--- config.mk ---
export PLATFORM = sky130hd
export DESIGN_NAME = imem_loader_flat
export DESIGN_NICKNAME = d
export VERILOG_FILES = /design/src/rtl/imem_loader_if.sv /design/src/rtl/imem_loader.sv /design/src/flat_wrapper.sv
export SDC_FILE = /design/constraint.sdc
export NUM_CORES = 1
export LEC_CHECK = 0
export ABC_AREA = 1
export ABC_CLOCK_PERIOD_IN_PS = 2400
export BUFFER_PORTS_ARGS = -buffer_cell sky130_fd_sc_hd__buf_4
export CAP_MARGIN = 25
export CORE_MARGIN = 2
export CORE_UTILIZATION = 55
export DETAILED_ROUTE_END_ITERATION = 8
export PLACE_DENSITY = 0.79
export SETUP_SLACK_MARGIN = 0.2
export SLEW_MARGIN = 20
export SYNTH_ARGS = -nofsm -noshare
export SYNTH_HDL_FRONTEND = slang
export SYNTH_SLANG_ARGS = --single-unit
--- constraint.sdc ---
create_clock -name clk -period 2.4 [get_ports clk]
set_clock_uncertainty 0.1 [all_clocks]
set_input_delay 0.12 -clock clk [delete_from_list [all_inputs] [get_ports clk]]
set_output_delay 0.12 -clock clk [all_outputs]
set_load 0.01 [all_outputs]
--- src/rtl/imem_loader_if.sv ---
// Byte-stream / imem-write bundle for imem_loader. The host drives the master
// modport; the loader uses the slave modport.
interface imem_loader_if #(
  parameter int DWIDTH     = 16,
  parameter int ADDR_WIDTH = 16
);
  logic                  start;
  logic [7:0]            byte_in;
  logic                  byte_valid;
  logic                  byte_ready;
  logic [DWIDTH-1:0]     imem_data;
  logic [ADDR_WIDTH-1:0] imem_addr;
  logic                  imem_we;
  logic [15:0]           words_written;
  logic                  busy;
  logic                  cpu_hold;
  logic                  done;
  logic                  error;

  modport master (
    output start, byte_in, byte_valid,
    input  byte_ready, imem_data, imem_addr, imem_we, words_written,
           busy, cpu_hold, done, error
  );

  modport slave (
    input  start, byte_in, byte_valid,
    output byte_ready, imem_data, imem_addr, imem_we, words_written,
           busy, cpu_hold, done, error
  );
endinterface

--- src/rtl/imem_loader.sv ---
// Boot loader: assembles little-endian 16-bit words from a byte stream and writes
// them to consecutive imem addresses. Define IMEM_LOAD_CHECKSUM_EN for a trailing XOR checksum byte.
module imem_loader #(
  parameter int                    DWIDTH     = 16,
  parameter int                    ADDR_WIDTH = 16,
  parameter logic [ADDR_WIDTH-1:0] BASE_ADDR  = '0
) (
  input  logic         clk,
  input  logic         rst_n,
  imem_loader_if.slave bus
);

  typedef enum logic [2:0] {
    S_IDLE,
    S_LEN_LO,
    S_LEN_HI,
    S_DATA_LO,
    S_DATA_HI,
    S_WRITE,
    S_DONE
`ifdef IMEM_LOAD_CHECKSUM_EN
    , S_CHK
`endif
  } state_t;

`ifdef IMEM_LOAD_CHECKSUM_EN
  localparam state_t S_FINAL = S_CHK;
`else
  localparam state_t S_FINAL = S_DONE;
`endif

  state_t                state_q, state_d;
  logic [15:0]           len_q, len_d;
  logic [7:0]            lo_q, lo_d;
  logic [DWIDTH-1:0]     data_q, data_d;
  logic [ADDR_WIDTH-1:0] addr_q, addr_d;
  logic [ADDR_WIDTH-1:0] idx_q, idx_d;
  logic [15:0]           wcnt_q, wcnt_d;
  logic                  byte_ready;
  logic                  xfer;
`ifdef IMEM_LOAD_CHECKSUM_EN
  logic [7:0]            csum_q, csum_d;
  logic                  err_q, err_d;
`endif

  always_comb begin
    byte_ready = 1'b0;
    case (state_q)
      S_LEN_LO, S_LEN_HI, S_DATA_LO, S_DATA_HI: byte_ready = 1'b1;
`ifdef IMEM_LOAD_CHECKSUM_EN
      S_CHK:                                    byte_ready = 1'b1;
`endif
      default:                                  byte_ready = 1'b0;
    endcase
  end

  assign xfer = bus.byte_valid && byte_ready;

  always_comb begin
    state_d = state_q;
    len_d   = len_q;
    lo_d    = lo_q;
    data_d  = data_q;
    addr_d  = addr_q;
    idx_d   = idx_q;
    wcnt_d  = wcnt_q;
`ifdef IMEM_LOAD_CHECKSUM_EN
    csum_d  = csum_q;
    err_d   = err_q;
    if (xfer && state_q != S_CHK) csum_d = csum_q ^ bus.byte_in;
`endif
    case (state_q)
      S_IDLE, S_DONE: begin
        if (bus.start) begin
          state_d = S_LEN_LO;
          len_d   = '0;
          idx_d   = '0;
          wcnt_d  = '0;
`ifdef IMEM_LOAD_CHECKSUM_EN
          csum_d  = '0;
          err_d   = 1'b0;
`endif
        end
      end
      S_LEN_LO: begin
        if (xfer) begin
          len_d[7:0] = bus.byte_in;
          state_d    = S_LEN_HI;
        end
      end
      S_LEN_HI: begin
        if (xfer) begin
          len_d[15:8] = bus.byte_in;
          state_d     = ({bus.byte_in, len_q[7:0]} == 16'h0000) ? S_FINAL : S_DATA_LO;
        end
      end
      S_DATA_LO: begin
        if (xfer) begin
          lo_d    = bus.byte_in;
          state_d = S_DATA_HI;
        end
      end
      S_DATA_HI: begin
        // Word and address are registered here so WRITE drives imem purely from flops.
        if (xfer) begin
          data_d  = {bus.byte_in, lo_q};
          addr_d  = BASE_ADDR + idx_q;
          state_d = S_WRITE;
        end
      end
      S_WRITE: begin
        idx_d   = idx_q + 1'b1;
        wcnt_d  = wcnt_q + 16'd1;
        state_d = (wcnt_q + 16'd1 == len_q) ? S_FINAL : S_DATA_LO;
      end
`ifdef IMEM_LOAD_CHECKSUM_EN
      S_CHK: begin
        if (xfer) begin
          err_d   = (bus.byte_in != csum_q);
          state_d = S_DONE;
        end
      end
`endif
      default: state_d = S_IDLE;
    endcase
  end

  always_ff @(posedge clk or negedge rst_n) begin
    if (!rst_n) begin
      state_q <= S_IDLE;
      len_q   <= '0;
      lo_q    <= '0;
      data_q  <= '0;
      addr_q  <= BASE_ADDR;
      idx_q   <= '0;
      wcnt_q  <= '0;
`ifdef IMEM_LOAD_CHECKSUM_EN
      csum_q  <= '0;
      err_q   <= 1'b0;
`endif
    end else begin
      state_q <= state_d;
      len_q   <= len_d;
      lo_q    <= lo_d;
      data_q  <= data_d;
      addr_q  <= addr_d;
      idx_q   <= idx_d;
      wcnt_q  <= wcnt_d;
`ifdef IMEM_LOAD_CHECKSUM_EN
      csum_q  <= csum_d;
      err_q   <= err_d;
`endif
    end
  end

  assign bus.byte_ready    = byte_ready;
  assign bus.imem_data     = data_q;
  assign bus.imem_addr     = addr_q;
  assign bus.imem_we       = (state_q == S_WRITE);
  assign bus.words_written = wcnt_q;
  assign bus.busy          = (state_q != S_IDLE) && (state_q != S_DONE);
  assign bus.cpu_hold      = bus.busy;
  assign bus.done          = (state_q == S_DONE);
`ifdef IMEM_LOAD_CHECKSUM_EN
  assign bus.error         = err_q;
`else
  assign bus.error         = 1'b0;
`endif

endmodule

--- src/flat_wrapper.sv ---
// flat-port wrapper written by rule: the top's interface ports become plain ports
module imem_loader_flat 
#(
  parameter int                    DWIDTH     = 16,
  parameter int                    ADDR_WIDTH = 16,
  parameter logic [ADDR_WIDTH-1:0] BASE_ADDR  = '0
)
  (clk, rst_n, bus_start, bus_byte_in, bus_byte_valid, bus_byte_ready, bus_imem_data, bus_imem_addr, bus_imem_we, bus_words_written, bus_busy, bus_cpu_hold, bus_done, bus_error);
  imem_loader_if #(.DWIDTH(DWIDTH), .ADDR_WIDTH(ADDR_WIDTH)) bus_i ();
  input  logic clk;
  input  logic rst_n;
  input wire logic [$bits(bus_i.start)-1:0] bus_start;
  input wire logic [$bits(bus_i.byte_in)-1:0] bus_byte_in;
  input wire logic [$bits(bus_i.byte_valid)-1:0] bus_byte_valid;
  output wire logic [$bits(bus_i.byte_ready)-1:0] bus_byte_ready;
  output wire logic [$bits(bus_i.imem_data)-1:0] bus_imem_data;
  output wire logic [$bits(bus_i.imem_addr)-1:0] bus_imem_addr;
  output wire logic [$bits(bus_i.imem_we)-1:0] bus_imem_we;
  output wire logic [$bits(bus_i.words_written)-1:0] bus_words_written;
  output wire logic [$bits(bus_i.busy)-1:0] bus_busy;
  output wire logic [$bits(bus_i.cpu_hold)-1:0] bus_cpu_hold;
  output wire logic [$bits(bus_i.done)-1:0] bus_done;
  output wire logic [$bits(bus_i.error)-1:0] bus_error;
  assign bus_i.start = bus_start;
  assign bus_i.byte_in = bus_byte_in;
  assign bus_i.byte_valid = bus_byte_valid;
  assign bus_byte_ready = bus_i.byte_ready;
  assign bus_imem_data = bus_i.imem_data;
  assign bus_imem_addr = bus_i.imem_addr;
  assign bus_imem_we = bus_i.imem_we;
  assign bus_words_written = bus_i.words_written;
  assign bus_busy = bus_i.busy;
  assign bus_cpu_hold = bus_i.cpu_hold;
  assign bus_done = bus_i.done;
  assign bus_error = bus_i.error;
  imem_loader #(.DWIDTH(DWIDTH), .ADDR_WIDTH(ADDR_WIDTH), .BASE_ADDR(BASE_ADDR)) u_core (.clk(clk), .rst_n(rst_n), .bus(bus_i));
endmodule
==> metrics.yaml <==
cts_made_buffers: 9
grt.met1_usage_pct: 35.1
clockBufferDepth: 2
antenna_found_initial: 0
synthToLayoutAreaGrowth_pct: 20.3
vias: 4007
row_count: 33
synth_edf_count: 0
htree_levels: 3
crit_type: "flip-flop to flip-flop"
p_total_w: 0.00524
grt_pass1_vias: 3839
cts_tree: "built"
crit_family: "simple AND/OR/NAND/NOR gates"
fin_area_mm2: 0.00546
grt_max_degree: 56
syn-cell-area_mm2: 0.00454
hold_viol_final: 0
period_share_pct: 85.9
grt_pass1_wl_mm: 18.2
netlist.area_leader.share_pct: 50.2
yosys.area.top_type: "dfrtp_1"
nNetsFinal: 645
maxCapViolCount: 0
hpwl_mm: 7.89
initial_core_util_pct: 56.1
r2r_cells: 9
syn_nets: 568
ant_nets: 0
gp_congestion: 0.934
r2r_end: "u_core.idx_q[15]"
use_met3_pct: 4.55
routed_wl_mm: 11.0
worstPathArrival_ns: 2.21
first_pass_iters: 5
crit_required_ns: 2.55
setup_violations: 0
num_antenna_cells: 0
r2r-start: "u_core.state_q[2]"
endpoint_kind: "flip-flop"
clockRootBuffer: "clkbuf_8"
hold_class: "input pin to flip-flop"
layout-drive-gt1-share_pct: 22.3
ys_warn_count: 0
drt_iter0_drc: 227
crit_path_top_delay_cell: "dfrtp_1"
status: "complete, no violations"
p_per_area_mw_per_mm2: 960
grt-busiest-layer: "met2"
synth_flop_cell: "dfrtp_1"
period_needed_ns: 2.06
synthTopCellsByArea: "dfrtp_1 50%, nand2_1 12%, o21ai_0 6.3%"
hold_depth: 6
port-buffer-count: 64
ys_seq_area_share_pct: 50.2
wl_per_cell_um: 14.8
grt_overflow_total: 0
nFillCells: 678
synthCells: 554
synth.distinct_cells: 37
layout_commonest_cell: "nand2_1"
hold-worst-slack_ns: 0.141
min_to: "u_core.state_q[0]"
tightestPinTransition_ns: 0.570
p_leak_nw: 2.59
grtUsageTotal_pct: 26.0
async_flop_share_pct: 100
cpPeakStageDelay_ns: 0.54
slew_headroom_pct: 62.0
grtUsageMet2_pct: 44.3
crit_buf_inv: 2
maxSlewViolCount: 0
vdd_ir_drop_max_uv: 585
synth_area_per_cell_um2: 8.19
cts_sinks: 91
place_area_mm2: 0.00511
rsz0062_at_grt: "true"
crit_fanout: 21
vias_per_cell: 5.41
dieArea_mm2: 0.00900
synth_seq_cells: 91
dieHeight_um: 94.9
clk_pin_slew_worst_paths_ns: 0.10
fmax_mhz: 485
path_cells: "inv_2, nor2_4, inv_2, nor2_1, nand2_1, nor3_1, nand2_1, nor2_1, a21oi_1"
layout_common_cells: "143 x nand2_1, 87 x dfrtp_1, 72 x buf_4"
fp.dieW_um: 94.9
r2r_setup_slack_ns: 0.34
core_area_mm2: 0.00809
route.detailed.drc: 0
io_pins: 66
dp.cells: 712
fin_tns_setup_ns: 0
fin_cells: 741
cp-start-kind: "flip-flop"
clkLatencyLatePin_ns: 0.36
hp-start: "bus_byte_valid"
[layout make-up]
cell class	count	area, µm²	area share [%]
flip-flops and latches	91	2280	41.8
clock buffers	10	128	2.34
well taps	105	131	2.40
inverters	72	270	4.95
repair buffers	83	671	12.3
clock inverters	6	53.8	0.985
multi-input cells	374	1930	35.3
[cell usage after synthesis (2+ instances only)]
cell and n:
nand2_1 146, dfrtp_1 91, inv_1 66, o21ai_0 57, nand3_1 49, nor2_1 34, nand4_1 13, o22ai_1 12
a21oi_1 11, mux2_2 9, nor2_2 7, clkbuf_1 6, inv_2 6, buf_6 5, o21ai_2 4, buf_2 3
nand2_2 3, nor2_4 3, nor3_1 3, nor4_1 3, a21oi_4 2, a22oi_1 2, buf_4 2, ha_1 2
o21ai_1 2, xor2_1 2
[worst max-delay path by stage]
stage / endpoint / startpoint / depth (start not counted)
finish: u_core.idx_q[15] / u_core.state_q[2] / 9
global route: u_core.state_q[0] / u_core.bus.words_written[1] / 16
CTS: u_core.bus.words_written[4] / u_core.state_q[0] / 11
detailed placement: u_core.bus.words_written[4] / u_core.state_q[0] / 11
global placement: u_core.bus.words_written[10] / u_core.state_q[2] / 8
floorplan: u_core.state_q[0] / u_core.bus.words_written[0] / 11
[flip-flops by register name, indices dropped and copies added (netlist names)]
name / cells
u_core.lo_q: 8
u_core.idx_q: 16
u_core.bus.imem_addr: 16
u_core.len_q: 16
u_core.bus.imem_data: 16
u_core.state_q: 3
u_core.bus.words_written: 16
[worst reg2reg max path, delay by kind of cell (launching register included)]
kind | cells | cell delay, ns
AOI/OAI and AO/OA | 1 | 0.05
buffers and inverters | 2 | 0.33
DFF | 1 | 0.54
and+or+nand+nor | 6 | 0.92
[layer usage]
layer  part of all wire [%]  vias to the layer above
met4                   0.88                        0
met1                     43                     1908
met2                     50                      121
li1                       -                     1966
met3                    5.8                       12
met5                      0                        -
[per-stage QoR]
step,util [%],setup WS [ns]
6_report,67.5,0.337
5_1_grt,67.5,0.176
4_1_cts,66.6,0.275
3_5_place_dp,63.2,0.229
3_3_place_gp,63.2,0.316
2_1_floorplan,-,0.560
[cell families (layout without fill, tap and decap cells)]
logic type	Yosys count	in the layout	synth area share [%]
other	1	1	0.0826
adders and majority gates	2	2	0.551
xor gates and xnor gates	2	2	0.386
and+or+nand+nor	264	264	25.8
muxes	9	9	2.23
AOI/OAI and AO/OA	96	96	12.4
buffers and inverters	89	171	8.43
DFF	91	91	50.2
[repair_timing]
item	4_1_cts	5_1_grt
hold endpoints to repair	67	0
hold buffers	9	0
resized for setup	1	16
setup endpoints to repair	10	21
setup buffers	0	4
pin swaps	0	5
[power breakdown]
part | total [W] | internal, W | switching [W]
Clock | 0.000996 | 0.000400 | 0.000596
Combinational | 0.00204 | 0.000848 | 0.00119
Sequential | 0.00220 | 0.00192 | 0.000281
Power figures use the tool's default switching activity.
